$ cat src/rtl/rsa_pkg.sv
// Shared RSA datapath definitions: FSM/op encodings and the default modulus constants.
package rsa_pkg;
    localparam int N_BIT_DEF = 7;
    localparam int E_BIT_DEF = 8;
    localparam int LOGR_DEF  = 3;
    localparam logic [N_BIT_DEF-1:0] N_DEF      = 7'd79;
    localparam logic [LOGR_DEF-1:0]  P_DEF      = 3'd1;
    localparam logic [N_BIT_DEF-1:0] R2MODN_DEF = 7'd22;

    typedef enum logic [2:0] {ST_IDLE, ST_SCAN, ST_RUN, ST_REL, ST_NEXT, ST_DONE} state_t;
    typedef enum logic {OP_SQR, OP_MUL} op_t;
    typedef enum logic [1:0] {MM_IDLE, MM_CALC, MM_DONE} mm_state_t;
endpackage

$ cat src/rtl/mod_exp_if.sv
// Start/done handshake and operand/result bus of the modular exponentiator.
interface mod_exp_if
    import rsa_pkg::*;
#(
    parameter int N_BIT = N_BIT_DEF,
    parameter int E_BIT = E_BIT_DEF
);
    logic             start;
    logic [N_BIT-1:0] m;
    logic [E_BIT-1:0] e;
    logic [N_BIT-1:0] c;
    logic             busy;
    logic             done;

    modport master (output start, m, e, input c, busy, done);
    modport slave  (input start, m, e, output c, busy, done);
endinterface

$ cat src/rtl/mod_mul.sv
// Digit-serial Montgomery multiplier returning z = x*y mod n (two Montgomery passes:
// x*y*R^-1, then *R^2*R^-1). done stays high while start stays high.
module mod_mul
    import rsa_pkg::*;
#(
    parameter int                N_BIT  = N_BIT_DEF,
    parameter logic [N_BIT-1:0]  N      = N_DEF,
    parameter int                LOGR   = LOGR_DEF,
    parameter logic [LOGR-1:0]   P      = P_DEF,
    parameter logic [N_BIT-1:0]  R2MODN = R2MODN_DEF
) (
    input  logic             clk,
    input  logic             rst_n,
    input  logic             start,
    input  logic [N_BIT-1:0] x,
    input  logic [N_BIT-1:0] y,
    output logic [N_BIT-1:0] z,
    output logic             done
);
    localparam int K  = (N_BIT + LOGR - 1) / LOGR;
    localparam int AW = K * LOGR;
    localparam int TW = N_BIT + LOGR + 2;   // partial sum stays below 2n + 2*R*n
    localparam int CW = $clog2(K) + 1;

    mm_state_t        state_reg, state_next;
    logic             pass_reg, pass_next;
    logic [CW-1:0]    cnt_reg, cnt_next;
    logic [AW-1:0]    a_reg, a_next;
    logic [N_BIT-1:0] b_reg, b_next;
    logic [TW-1:0]    t_reg, t_next;
    logic [N_BIT-1:0] z_reg, z_next;
    logic             done_reg, done_next;

    logic [TW-1:0]    sum, red;
    logic [LOGR-1:0]  q;
    logic [N_BIT-1:0] fin;

    always_comb begin
        sum = t_reg + TW'(a_reg[LOGR-1:0]) * TW'(b_reg);
        q   = sum[LOGR-1:0] * P;
        red = (sum + TW'(q) * TW'(N)) >> LOGR;
        fin = (t_reg >= TW'(N)) ? N_BIT'(t_reg - TW'(N)) : N_BIT'(t_reg);
    end

    always_comb begin
        state_next = state_reg;
        pass_next  = pass_reg;
        cnt_next   = cnt_reg;
        a_next     = a_reg;
        b_next     = b_reg;
        t_next     = t_reg;
        z_next     = z_reg;
        done_next  = done_reg;
        case (state_reg)
            MM_IDLE: begin
                done_next = 1'b0;
                if (start) begin
                    a_next     = AW'(x);
                    b_next     = y;
                    t_next     = '0;
                    cnt_next   = '0;
                    pass_next  = 1'b0;
                    state_next = MM_CALC;
                end
            end
            MM_CALC: begin
                if (cnt_reg == CW'(K)) begin
                    cnt_next = '0;
                    t_next   = '0;
                    if (!pass_reg) begin
                        a_next    = AW'(fin);
                        b_next    = R2MODN;
                        pass_next = 1'b1;
                    end else begin
                        z_next     = fin;
                        done_next  = 1'b1;
                        state_next = MM_DONE;
                    end
                end else begin
                    t_next   = red;
                    a_next   = a_reg >> LOGR;
                    cnt_next = cnt_reg + CW'(1);
                end
            end
            MM_DONE: begin
                if (!start) begin
                    done_next  = 1'b0;
                    state_next = MM_IDLE;
                end
            end
            default: state_next = MM_IDLE;
        endcase
    end

    always_ff @(posedge clk) begin
        if (!rst_n) begin
            state_reg <= MM_IDLE;
            pass_reg  <= 1'b0;
            cnt_reg   <= '0;
            a_reg     <= '0;
            b_reg     <= '0;
            t_reg     <= '0;
            z_reg     <= '0;
            done_reg  <= 1'b0;
        end else begin
            state_reg <= state_next;
            pass_reg  <= pass_next;
            cnt_reg   <= cnt_next;
            a_reg     <= a_next;
            b_reg     <= b_next;
            t_reg     <= t_next;
            z_reg     <= z_next;
            done_reg  <= done_next;
        end
    end

    assign z    = z_reg;
    assign done = done_reg;
endmodule

$ cat src/rtl/mod_exp.sv
// Modular exponentiator c = m^e mod n using left-to-right square-and-multiply,
// one mod_mul transaction per square and per multiply.
module mod_exp
    import rsa_pkg::*;
#(
    parameter logic [N_BIT_DEF-1:0] N      = N_DEF,
    parameter int                   N_BIT  = N_BIT_DEF,
    parameter int                   E_BIT  = E_BIT_DEF,
    parameter int                   LOGR   = LOGR_DEF,
    parameter logic [LOGR-1:0]      P      = P_DEF,
    parameter logic [N_BIT-1:0]     R2MODN = R2MODN_DEF
) (
    input  logic     clk,
    input  logic     rst,
    mod_exp_if.slave bus
);
    localparam int IW = $clog2(E_BIT);

    state_t           state_reg, state_next;
    op_t              op_reg, op_next;
    logic [N_BIT-1:0] m_r_reg, m_r_next;
    logic [E_BIT-1:0] e_r_reg, e_r_next;
    logic [IW-1:0]    idx_reg, idx_next;
    logic [N_BIT-1:0] acc_reg, acc_next;
    logic [N_BIT-1:0] mm_x_reg, mm_x_next, mm_y_reg, mm_y_next;
    logic             mm_start_reg, mm_start_next;
    logic [N_BIT-1:0] c_reg, c_next;
    logic             busy_reg, busy_next, done_reg, done_next;
    logic [N_BIT-1:0] mm_z;
    logic             mm_done;

    always_comb begin
        state_next    = state_reg;
        op_next       = op_reg;
        m_r_next      = m_r_reg;
        e_r_next      = e_r_reg;
        idx_next      = idx_reg;
        acc_next      = acc_reg;
        mm_x_next     = mm_x_reg;
        mm_y_next     = mm_y_reg;
        mm_start_next = mm_start_reg;
        c_next        = c_reg;
        busy_next     = busy_reg;
        done_next     = 1'b0;
        case (state_reg)
            ST_IDLE: begin
                if (bus.start) begin
                    m_r_next   = bus.m;
                    e_r_next   = bus.e;
                    idx_next   = IW'(E_BIT - 1);
                    busy_next  = 1'b1;
                    state_next = ST_SCAN;
                end
            end
            ST_SCAN: begin
                if (e_r_reg == '0) begin
                    acc_next   = N_BIT'(1);
                    state_next = ST_DONE;
                end else if (e_r_reg[idx_reg]) begin
                    acc_next = m_r_reg;
                    if (idx_reg == '0) begin
                        state_next = ST_DONE;
                    end else begin
                        idx_next   = idx_reg - IW'(1);
                        op_next    = OP_SQR;
                        state_next = ST_RUN;
                    end
                end else begin
                    idx_next = idx_reg - IW'(1);
                end
            end
            ST_RUN: begin
                if (mm_done) begin
                    acc_next      = mm_z;
                    mm_start_next = 1'b0;
                    state_next    = ST_REL;
                end
            end
            // mod_mul holds done while start is high; wait for it to fall
            ST_REL: begin
                if (!mm_done) state_next = ST_NEXT;
            end
            ST_NEXT: begin
                if (op_reg == OP_SQR && e_r_reg[idx_reg]) begin
                    op_next    = OP_MUL;
                    state_next = ST_RUN;
                end else if (idx_reg == '0) begin
                    state_next = ST_DONE;
                end else begin
                    idx_next   = idx_reg - IW'(1);
                    op_next    = OP_SQR;
                    state_next = ST_RUN;
                end
            end
            ST_DONE: begin
                c_next     = acc_reg;
                done_next  = 1'b1;
                busy_next  = 1'b0;
                state_next = ST_IDLE;
            end
            default: state_next = ST_IDLE;
        endcase
        // Operands are loaded once on entry to RUN and held for the whole transaction
        if (state_next == ST_RUN && state_reg != ST_RUN) begin
            mm_start_next = 1'b1;
            mm_x_next     = acc_next;
            mm_y_next     = (op_next == OP_SQR) ? acc_next : m_r_reg;
        end
    end

    always_ff @(posedge clk) begin
        if (rst) begin
            state_reg    <= ST_IDLE;
            op_reg       <= OP_SQR;
            m_r_reg      <= '0;
            e_r_reg      <= '0;
            idx_reg      <= '0;
            acc_reg      <= '0;
            mm_x_reg     <= '0;
            mm_y_reg     <= '0;
            mm_start_reg <= 1'b0;
            c_reg        <= '0;
            busy_reg     <= 1'b0;
            done_reg     <= 1'b0;
        end else begin
            state_reg    <= state_next;
            op_reg       <= op_next;
            m_r_reg      <= m_r_next;
            e_r_reg      <= e_r_next;
            idx_reg      <= idx_next;
            acc_reg      <= acc_next;
            mm_x_reg     <= mm_x_next;
            mm_y_reg     <= mm_y_next;
            mm_start_reg <= mm_start_next;
            c_reg        <= c_next;
            busy_reg     <= busy_next;
            done_reg     <= done_next;
        end
    end

    mod_mul #(
        .N_BIT  (N_BIT),
        .N      (N_BIT'(N)),
        .LOGR   (LOGR),
        .P      (P),
        .R2MODN (R2MODN)
    ) inst_mod_mul (
        .clk   (clk),
        .rst_n (~rst),
        .start (mm_start_reg),
        .x     (mm_x_reg),
        .y     (mm_y_reg),
        .z     (mm_z),
        .done  (mm_done)
    );

    assign bus.c    = c_reg;
    assign bus.busy = busy_reg;
    assign bus.done = done_reg;
endmodule

$ cat src/flat_wrapper.sv
// flat-port wrapper written by rule: the top's interface ports become plain ports
module mod_exp_flat import rsa_pkg::*;
#(
    parameter logic [N_BIT_DEF-1:0] N      = N_DEF,
    parameter int                   N_BIT  = N_BIT_DEF,
    parameter int                   E_BIT  = E_BIT_DEF,
    parameter int                   LOGR   = LOGR_DEF,
    parameter logic [LOGR-1:0]      P      = P_DEF,
    parameter logic [N_BIT-1:0]     R2MODN = R2MODN_DEF
)
  (clk, rst, bus_start, bus_m, bus_e, bus_c, bus_busy, bus_done);
  mod_exp_if #(.N_BIT(N_BIT), .E_BIT(E_BIT)) bus_i ();
  input  logic clk;
  input  logic rst;
  input wire logic [$bits(bus_i.start)-1:0] bus_start;
  input wire logic [$bits(bus_i.m)-1:0] bus_m;
  input wire logic [$bits(bus_i.e)-1:0] bus_e;
  output wire logic [$bits(bus_i.c)-1:0] bus_c;
  output wire logic [$bits(bus_i.busy)-1:0] bus_busy;
  output wire logic [$bits(bus_i.done)-1:0] bus_done;
  assign bus_i.start = bus_start;
  assign bus_i.m = bus_m;
  assign bus_i.e = bus_e;
  assign bus_c = bus_i.c;
  assign bus_busy = bus_i.busy;
  assign bus_done = bus_i.done;
  mod_exp #(.N(N), .N_BIT(N_BIT), .E_BIT(E_BIT), .LOGR(LOGR), .P(P), .R2MODN(R2MODN)) u_core (.clk(clk), .rst(rst), .bus(bus_i));
endmodule
$ cat config.mk
export PLATFORM = sky130hd
export DESIGN_NAME = mod_exp_flat
export DESIGN_NICKNAME = d
export VERILOG_FILES = /design/src/rtl/rsa_pkg.sv /design/src/rtl/mod_exp_if.sv /design/src/rtl/mod_mul.sv /design/src/rtl/mod_exp.sv /design/src/flat_wrapper.sv
export SDC_FILE = /design/constraint.sdc
export NUM_CORES = 1
export LEC_CHECK = 0
export CAP_MARGIN = 20
export CELL_PAD_IN_SITES_DETAIL_PLACEMENT = 1
export CELL_PAD_IN_SITES_GLOBAL_PLACEMENT = 1
export CORE_UTILIZATION = 47
export CTS_CLUSTER_DIAMETER = 80
export DETAILED_ROUTE_END_ITERATION = 8
export PLACE_DENSITY_LB_ADDON = 0.1
export SYNTH_ARGS = -nofsm -noshare
export SYNTH_HDL_FRONTEND = slang
export SYNTH_HIERARCHICAL = 1
export SYNTH_SLANG_ARGS = --single-unit
$ cat constraint.sdc
create_clock -name clk -period 5.5 [get_ports clk]
set_clock_uncertainty 0.1 [all_clocks]
set_input_delay 1.1 -clock clk [delete_from_list [all_inputs] [get_ports clk]]
set_output_delay 1.1 -clock clk [all_outputs]
set_load 0.01 [all_outputs]
==> results of run 1 <==
[final cells by class]
class                   count  area share (%)
flip-flops and latches     90            28.9
multi-input cells         490            55.5
inverters                  40            2.40
clock buffers              10            3.82
repair buffers             33            4.97
well taps                 143            2.86
clock inverters             6            1.54
[report_power, final]
group	switching, mW	internal (mW)
Combinational	0.526	0.299
Sequential	0.124	0.749
Clock	0.275	0.417
Total	0.925	1.47
[synth_stat cells (4+ instances only)]
cell / instances / area, um2
fa_1: 18 / 360
a21o_1: 8 / 60.1
nand2b_1: 9 / 56.3
and2_1: 21 / 131
nand3b_1: 9 / 67.6
or3_1: 4 / 25.0
dfxtp_1: 90 / 1800
a21boi_0: 4 / 30.0
nor3_1: 9 / 45.0
o21a_1: 6 / 45.0
mux2i_1: 8 / 80.1
a21oi_1: 53 / 265
a311oi_1: 6 / 52.6
clkbuf_1: 22 / 82.6
a22oi_1: 4 / 30.0
nor2b_1: 17 / 106
inv_1: 38 / 143
xnor2_1: 6 / 52.6
a211oi_1: 11 / 82.6
buf_2: 6 / 30.0
nand3_1: 25 / 125
a31oi_1: 8 / 50.1
o21ai_0: 25 / 125
nand4_1: 8 / 50.1
nor2_1: 63 / 236
a221oi_1: 6 / 52.6
mux2_4: 5 / 75.1
ha_1: 29 / 363
o31ai_1: 4 / 30.0
o311ai_1: 7 / 61.3
nand2_1: 61 / 229
[kinds of logic after synthesis]
logic type / count (synthesis) / share of synthesized area (%)
DFF: 90 / 32.4
xor gates and xnor gates: 9 / 1.42
AOI/OAI and AO/OA: 170 / 21.6
muxes: 17 / 3.80
and+or+nand+nor: 247 / 22.3
buffers and inverters: 73 / 5.60
adders and majority gates: 47 / 13.0
[per-stage QoR]
stage | hold WS [ps] | worst slack, ps
after floorplan | 323 | 469
after global placement | 331 | 220
after detailed placement | 358 | 35.6
after CTS | 367 | 10.9
after global routing | 398 | 4.97
final | 379 | 289
[what timing repair did]
action,CTS,global route
buffers inserted,0,0
resized for setup,0,4
endpoints found under the setup margin,0,6
[routing by layer]
layer | wire [um] | global-route usage (%) | vias to the layer above
met2 | 7990 | 48.2 | 85
met3 | 336 | 2.79 | 30
li1 | - | - | 2348
met5 | 0 | 0 | -
met4 | 410 | 11.5 | 0
met1 | 6750 | 31.5 | 2356
[worst min-delay path: stages (launching register included)]
cell	delay [ps]
dfxtp_1	320
nand2_1	60
a21oi_1	50
[final timing paths]
check | cells past startpoint | slack [ps] | to
max | 15 | 290 | u_core/inst_mod_mul/t_reg[5]
min | 2 | 380 | u_core/e_r_reg[7]
max reg2reg | 15 | 290 | u_core/inst_mod_mul/t_reg[5]
min reg2reg | 2 | 380 | u_core/e_r_reg[7]
==> results by group, run 1 <==
Clock network
  – Clock Sinks: 90
  – H-tree levels: 3
  – CTS root buffer: clkbuf_16
  – Worst skew pair latency: 340 ps
  – Clock Path Buffers: 2
  – # hold bufs at CTS: 0
  – CTS clk-pin slew, worst paths: 70 ps
  – Inserted Clock Buffers: 9
  – TritonCTS clock tree: done

Place
  – Post-DP Area: 5900 um2
  – Final HPWL DP: 11300 um
  – Number of buffers added on ports: 26
  – Placed insts: 796
  – Placer congestion estimate: 0.832

Status
  – Outcome: complete, no violations

STA
  – Fin. Hold Viols: 0
  – RSZ-0062 raised after global routing: no
  – Ratio of final minimum period to clock period: 94.7%
  – Worst Tran Pin Value: 965 ps
  – Max frequency: 192 MHz
  – Crit path time final: 5210 ps
  – Setup TNS: 0 ps
  – Slew Viols, Final: 0
  – Slew headroom: 35.5%
  – Final setup vio count: 0

Hold path
  – Hold_sp: u_core/e_r_reg[7]
  – HP Class: register to register

Global route
  – GRT Overall Usage: 26.5%
  – First-pass GRT wire length: 26300 um
  – Pin count of the biggest net entering global routing: 45
  – Initial antenna violation count: 0
  – Number of global-route vias before repair: 5197
  – Grt ovf: 0

Power and ir drop
  – Lkg Pwr: 2.51 nW
  – VDD IR max: 0.000236 V
  – Power Total: 2.39 mW
  – Pwr/cell area: 383 nW/um2

Finish
  – Layout cell share with drive strength beyond 1: 7.92%
  – Final core occ: 54.5%
  – Register Area: 1800 um2
  – Final cell count without fillers: 812
  – Most frequent cells in the layout: dfxtp_1, nor2_1, nand2_1
  – Footprint of the multi-input gates: 3470 um2
  – Post-layout instance area: 6250 um2
  – Final net count: 729
  – Commonest non-fill, non-tap cell in the layout: dfxtp_1
  – Fillers: 1366
  – ANT cells: 0
  – Max reg flops: 9
  – Area Growth Syn to Fin: 12.3%

Job
  – # Max-Cap Violations: 0

Setup path
  – Slowest stage delay, CP: 640 ps
  – Worst setup EP type: register
  – Worst r2r src: u_core/inst_mod_mul/a_reg[1]
  – CP Class: register to register
  – Crit path DAT: 5380 ps
  – CP Launch Point: u_core/inst_mod_mul/a_reg[1]
  – Max stage delay cell, worst path: fa_1
  – Delay-heaviest family, CP: adder cells
  – Crit path cell chain: nand2_1 -> fa_1 -> inv_1 -> fa_1 -> fa_1 -> inv_1 -> fa_1 -> inv_1 -> fa_1 -> ha_1 -> and2_1 -> a221oi_2 -> a21boi_1 -> or4_1 -> nand3_1
  – Most frequent CP cell: fa_1
  – Worst path required time: 5670 ps
  – CP Max Fanout: 8
  – Crit path buffers/inverters: 3
  – Startpoint Class: register

Floorplanning
  – Die W: 111 um
  – Core area: 11500 um2
  – Die Height: 111 um
  – Row count: 39
  – IO Count: 27
  – Die area: 12300 um2
  – Starting Density: 48.5%

Synth
  – Synth warn: 6
  – Post-synthesis instance total: 653
  – Synthesized area: 5570 um2
  – Yosys reg bits: 90
  – Post-synth ARST share: 0%
  – Post-synth EDFFs: 0
  – Sequential area share after synthesis: 32.4%
  – Count of cell types in the netlist: 72
  – Main synth FF type: dfxtp_1
  – Synthesized Nets: 718
  – Syn avg cell area: 8.52 um2

Routing
  – Vias: 4819
  – Post-Route WL: 15500 um
  – DR DRC count: 0
  – DRT Pass-1 Iters: 4
  – DR WL/cell: 19.1 um
  – Vias per cell: 5.93
  – DRT iter0 DRCs: 159
  – Post-route ant nets: 0
No activity file was read; power rests on OpenSTA's default activity.
==> run 2: changes to the inputs <==
--- a/config.mk
+++ b/config.mk
@@ -8,9 +8,10 @@
 export CAP_MARGIN = 20
 export CELL_PAD_IN_SITES_DETAIL_PLACEMENT = 1
 export CELL_PAD_IN_SITES_GLOBAL_PLACEMENT = 1
-export CORE_UTILIZATION = 47
-export CTS_CLUSTER_DIAMETER = 80
+export CORE_MARGIN = 8
+export CORE_UTILIZATION = 49
 export DETAILED_ROUTE_END_ITERATION = 8
+export DONT_BUFFER_PORTS = 1
 export PLACE_DENSITY_LB_ADDON = 0.1
 export SYNTH_ARGS = -nofsm -noshare
 export SYNTH_HDL_FRONTEND = slang
==> run 2 against run 1 <==
  * Non-clock buffer count down 28
  * Worst setup slack better by 7.8 ps
  * Sequential cell count unchanged
  * Global-route usage down 6.0 points
  * Fmax up 0.15%
  * Worst hold slack worse by 22 ps
  * Sequential power about the same
  * Critical endpoint is now u_core/inst_mod_mul/t_reg[7]
==> results by group, run 2 (synthesis results as in run 1) <==
Floorplanning
  – Row count: 39 (unchanged)
  – Die W: 123 um (was 111 um)
  – Die Height: 123 um (was 111 um)
  – Starting Density: 49.4% (was 48.5%)
  – Core area: 11300 um2 (was 11500 um2)
  – Die area: 15000 um2 (was 12300 um2)
  – IO Count: 27 (unchanged)

Routing
  – DR WL/cell: 18.8 um (was 19.1 um)
  – Post-Route WL: 14700 um (was 15500 um)
  – Vias: 4635 (was 4819)
  – Vias per cell: 5.91 (was 5.93)
  – DRT iter0 DRCs: 184 (was 159)
  – DRT Pass-1 Iters: 5 (was 4)
  – DR DRC count: 0 (unchanged)
  – Post-route ant nets: 0 (unchanged)

Global route
  – Number of global-route vias before repair: 4881 (was 5197)
  – Initial antenna violation count: 0 (unchanged)
  – GRT Overall Usage: 20.5% (was 26.5%)
  – Grt ovf: 0 (unchanged)
  – Pin count of the biggest net entering global routing: 46 (was 45)
  – First-pass GRT wire length: 24500 um (was 26300 um)

STA
  – Final setup margin: 297 ps (was 289 ps)
  – Crit path time final: 5200 ps (was 5210 ps)
  – Slew Viols, Final: 0 (unchanged)
  – Setup TNS: 0 ps (unchanged)
  – Final setup vio count: 0 (unchanged)
  – Slew headroom: 39.0% (was 35.5%)
  – Ratio of final minimum period to clock period: 94.6% (was 94.7%)
  – Fin. Hold Viols: 0 (unchanged)
  – Worst Tran Pin Value: 914 ps (was 965 ps)
  – Max frequency: 192 MHz (about the same)

Setup path
  – Worst setup EP type: register (unchanged)
  – CP Class: register to register (unchanged)
  – Startpoint Class: register (unchanged)
  – Worst path required time: 5680 ps (was 5670 ps)
  – CP Max Fanout: 8 (unchanged)
  – Crit path DAT: 5380 ps (about the same)

Clock network
  – TritonCTS clock tree: done (unchanged)
  – Clock Sinks: 90 (unchanged)
  – Clock Path Buffers: 2 (unchanged)
  – Inserted Clock Buffers: 9 (unchanged)
  – Post-CTS setup buffers: 0 (unchanged)
  – H-tree levels: 3 (unchanged)
  – CTS root buffer: clkbuf_16 (unchanged)
  – Worst skew pair latency: 340 ps (about the same)
  – CTS clk-pin slew, worst paths: 70 ps (about the same)

Place
  – Final HPWL DP: 11200 um (was 11300 um)
  – Placer congestion estimate: 0.835 (was 0.832)
  – DP Worst Slack: -32.7 ps (was 35.6 ps)
  – Number of buffers added on ports: 0 (was 26)

Finish
  – Most frequent cells in the layout: dfxtp_1, nor2_1, nand2_1 (unchanged)
  – Final net count: 701 (was 729)
  – Commonest non-fill, non-tap cell in the layout: dfxtp_1 (unchanged)
  – Area Growth Syn to Fin: 6.56% (was 12.3%)
  – Layout cell share with drive strength beyond 1: 8.27% (was 7.92%)
  – ANT cells: 0 (unchanged)
  – Max reg flops: 9 (unchanged)

Status
  – Outcome: complete, no violations (unchanged)

Hold path
  – HP Class: register to register (unchanged)

Job
  – # Max-Cap Violations: 0 (unchanged)

Power and ir drop
  – Lkg Pwr: 2.38 nW (was 2.51 nW)
  – Pwr/cell area: 379 nW/um2 (was 383 nW/um2)
  – VDD IR max: 0.000259 V (was 0.000236 V)
[run 2: cell count changes in the layout (fill, tap and decap cells not counted)]
| cell | previous run | this run |
|---|---|---|
| dfxtp_1 | 89 | 88 |
| clkinvlp_4 | 1 | 2 |
| bufinv_16 | 2 | 0 |
| dfxtp_2 | 1 | 2 |
| buf_4 | 6 | 4 |
| a21boi_1 | 1 | 0 |
| clkdlybuf4s50_1 | 26 | 0 |
| clkinv_2 | 0 | 1 |
| a21boi_2 | 1 | 2 |
[run 2: cell type report]
class / count / area (um2)
flip-flops and latches: 90 / 1800
clock inverters: 6 / 48.8
fillers: 1343 / 5340
multi-input cells: 490 / 3470
clock buffers: 10 / 239
repair buffers: 5 / 35.0
inverters: 40 / 150
well taps: 143 / 179
[run 2: worst paths after layout]
kind | start | end | slack [ps] | depth (start not counted)
setup / recovery | u_core/inst_mod_mul/a_reg[1] | u_core/inst_mod_mul/t_reg[7] | 300 | 15
hold / removal | u_core/inst_mod_mul/cnt_reg[2] | u_core/inst_mod_mul/cnt_reg[2] | 360 | 2
setup reg to reg | u_core/inst_mod_mul/a_reg[1] | u_core/inst_mod_mul/t_reg[7] | 300 | 15
hold reg to reg | u_core/inst_mod_mul/cnt_reg[2] | u_core/inst_mod_mul/cnt_reg[2] | 360 | 2
[run 2: stage by stage]
stage,total power [mW],instance area [um2],utilization [%],hold WS (ps),cells
after floorplan,1.54,5570,-,323,653
after global routing,2.40,5930,52.6,373,784
after CTS,2.26,5910,52.4,360,784
final,2.24,5930,52.6,357,784
after global placement,1.62,5620,49.9,332,767
after detailed placement,1.65,5620,49.9,351,768
[run 2: where the power goes]
part | switching (mW) | leakage, nW | internal [mW]
logic | 0.497 | 1.51 | 0.281
registers | 0.122 | 0.731 | 0.750
clock network | 0.272 | 0.137 | 0.323
total | 0.891 | 2.38 | 1.35
[run 2: critical path, cell delays in order, from the launching register on]
cell,delay (ps)
dfxtp_1,420
nand2_1,110
fa_1,520
inv_1,50
fa_1,520
fa_1,650
inv_1,140
fa_1,440
inv_1,140
fa_1,440
ha_1,340
and2_1,190
a221oi_2,330
a21oi_1,210
o41a_1,430
nand3_1,80
[run 2: repair_timing]
item                                    CTS  global route
gates resized for setup                   1             5
hold buffers                              0             0
endpoints found under the setup margin    1             6
[run 2: per-layer routing]
metal | GRT usage (%) | vias to the layer above | share of wire, %
li1 | - | 2282 | -
met1 | 24.0 | 2286 | 44
met2 | 37.2 | 57 | 52
met3 | 3.36 | 10 | 2.6
met4 | 6.78 | 0 | 1.1
met5 | 0 | - | 0
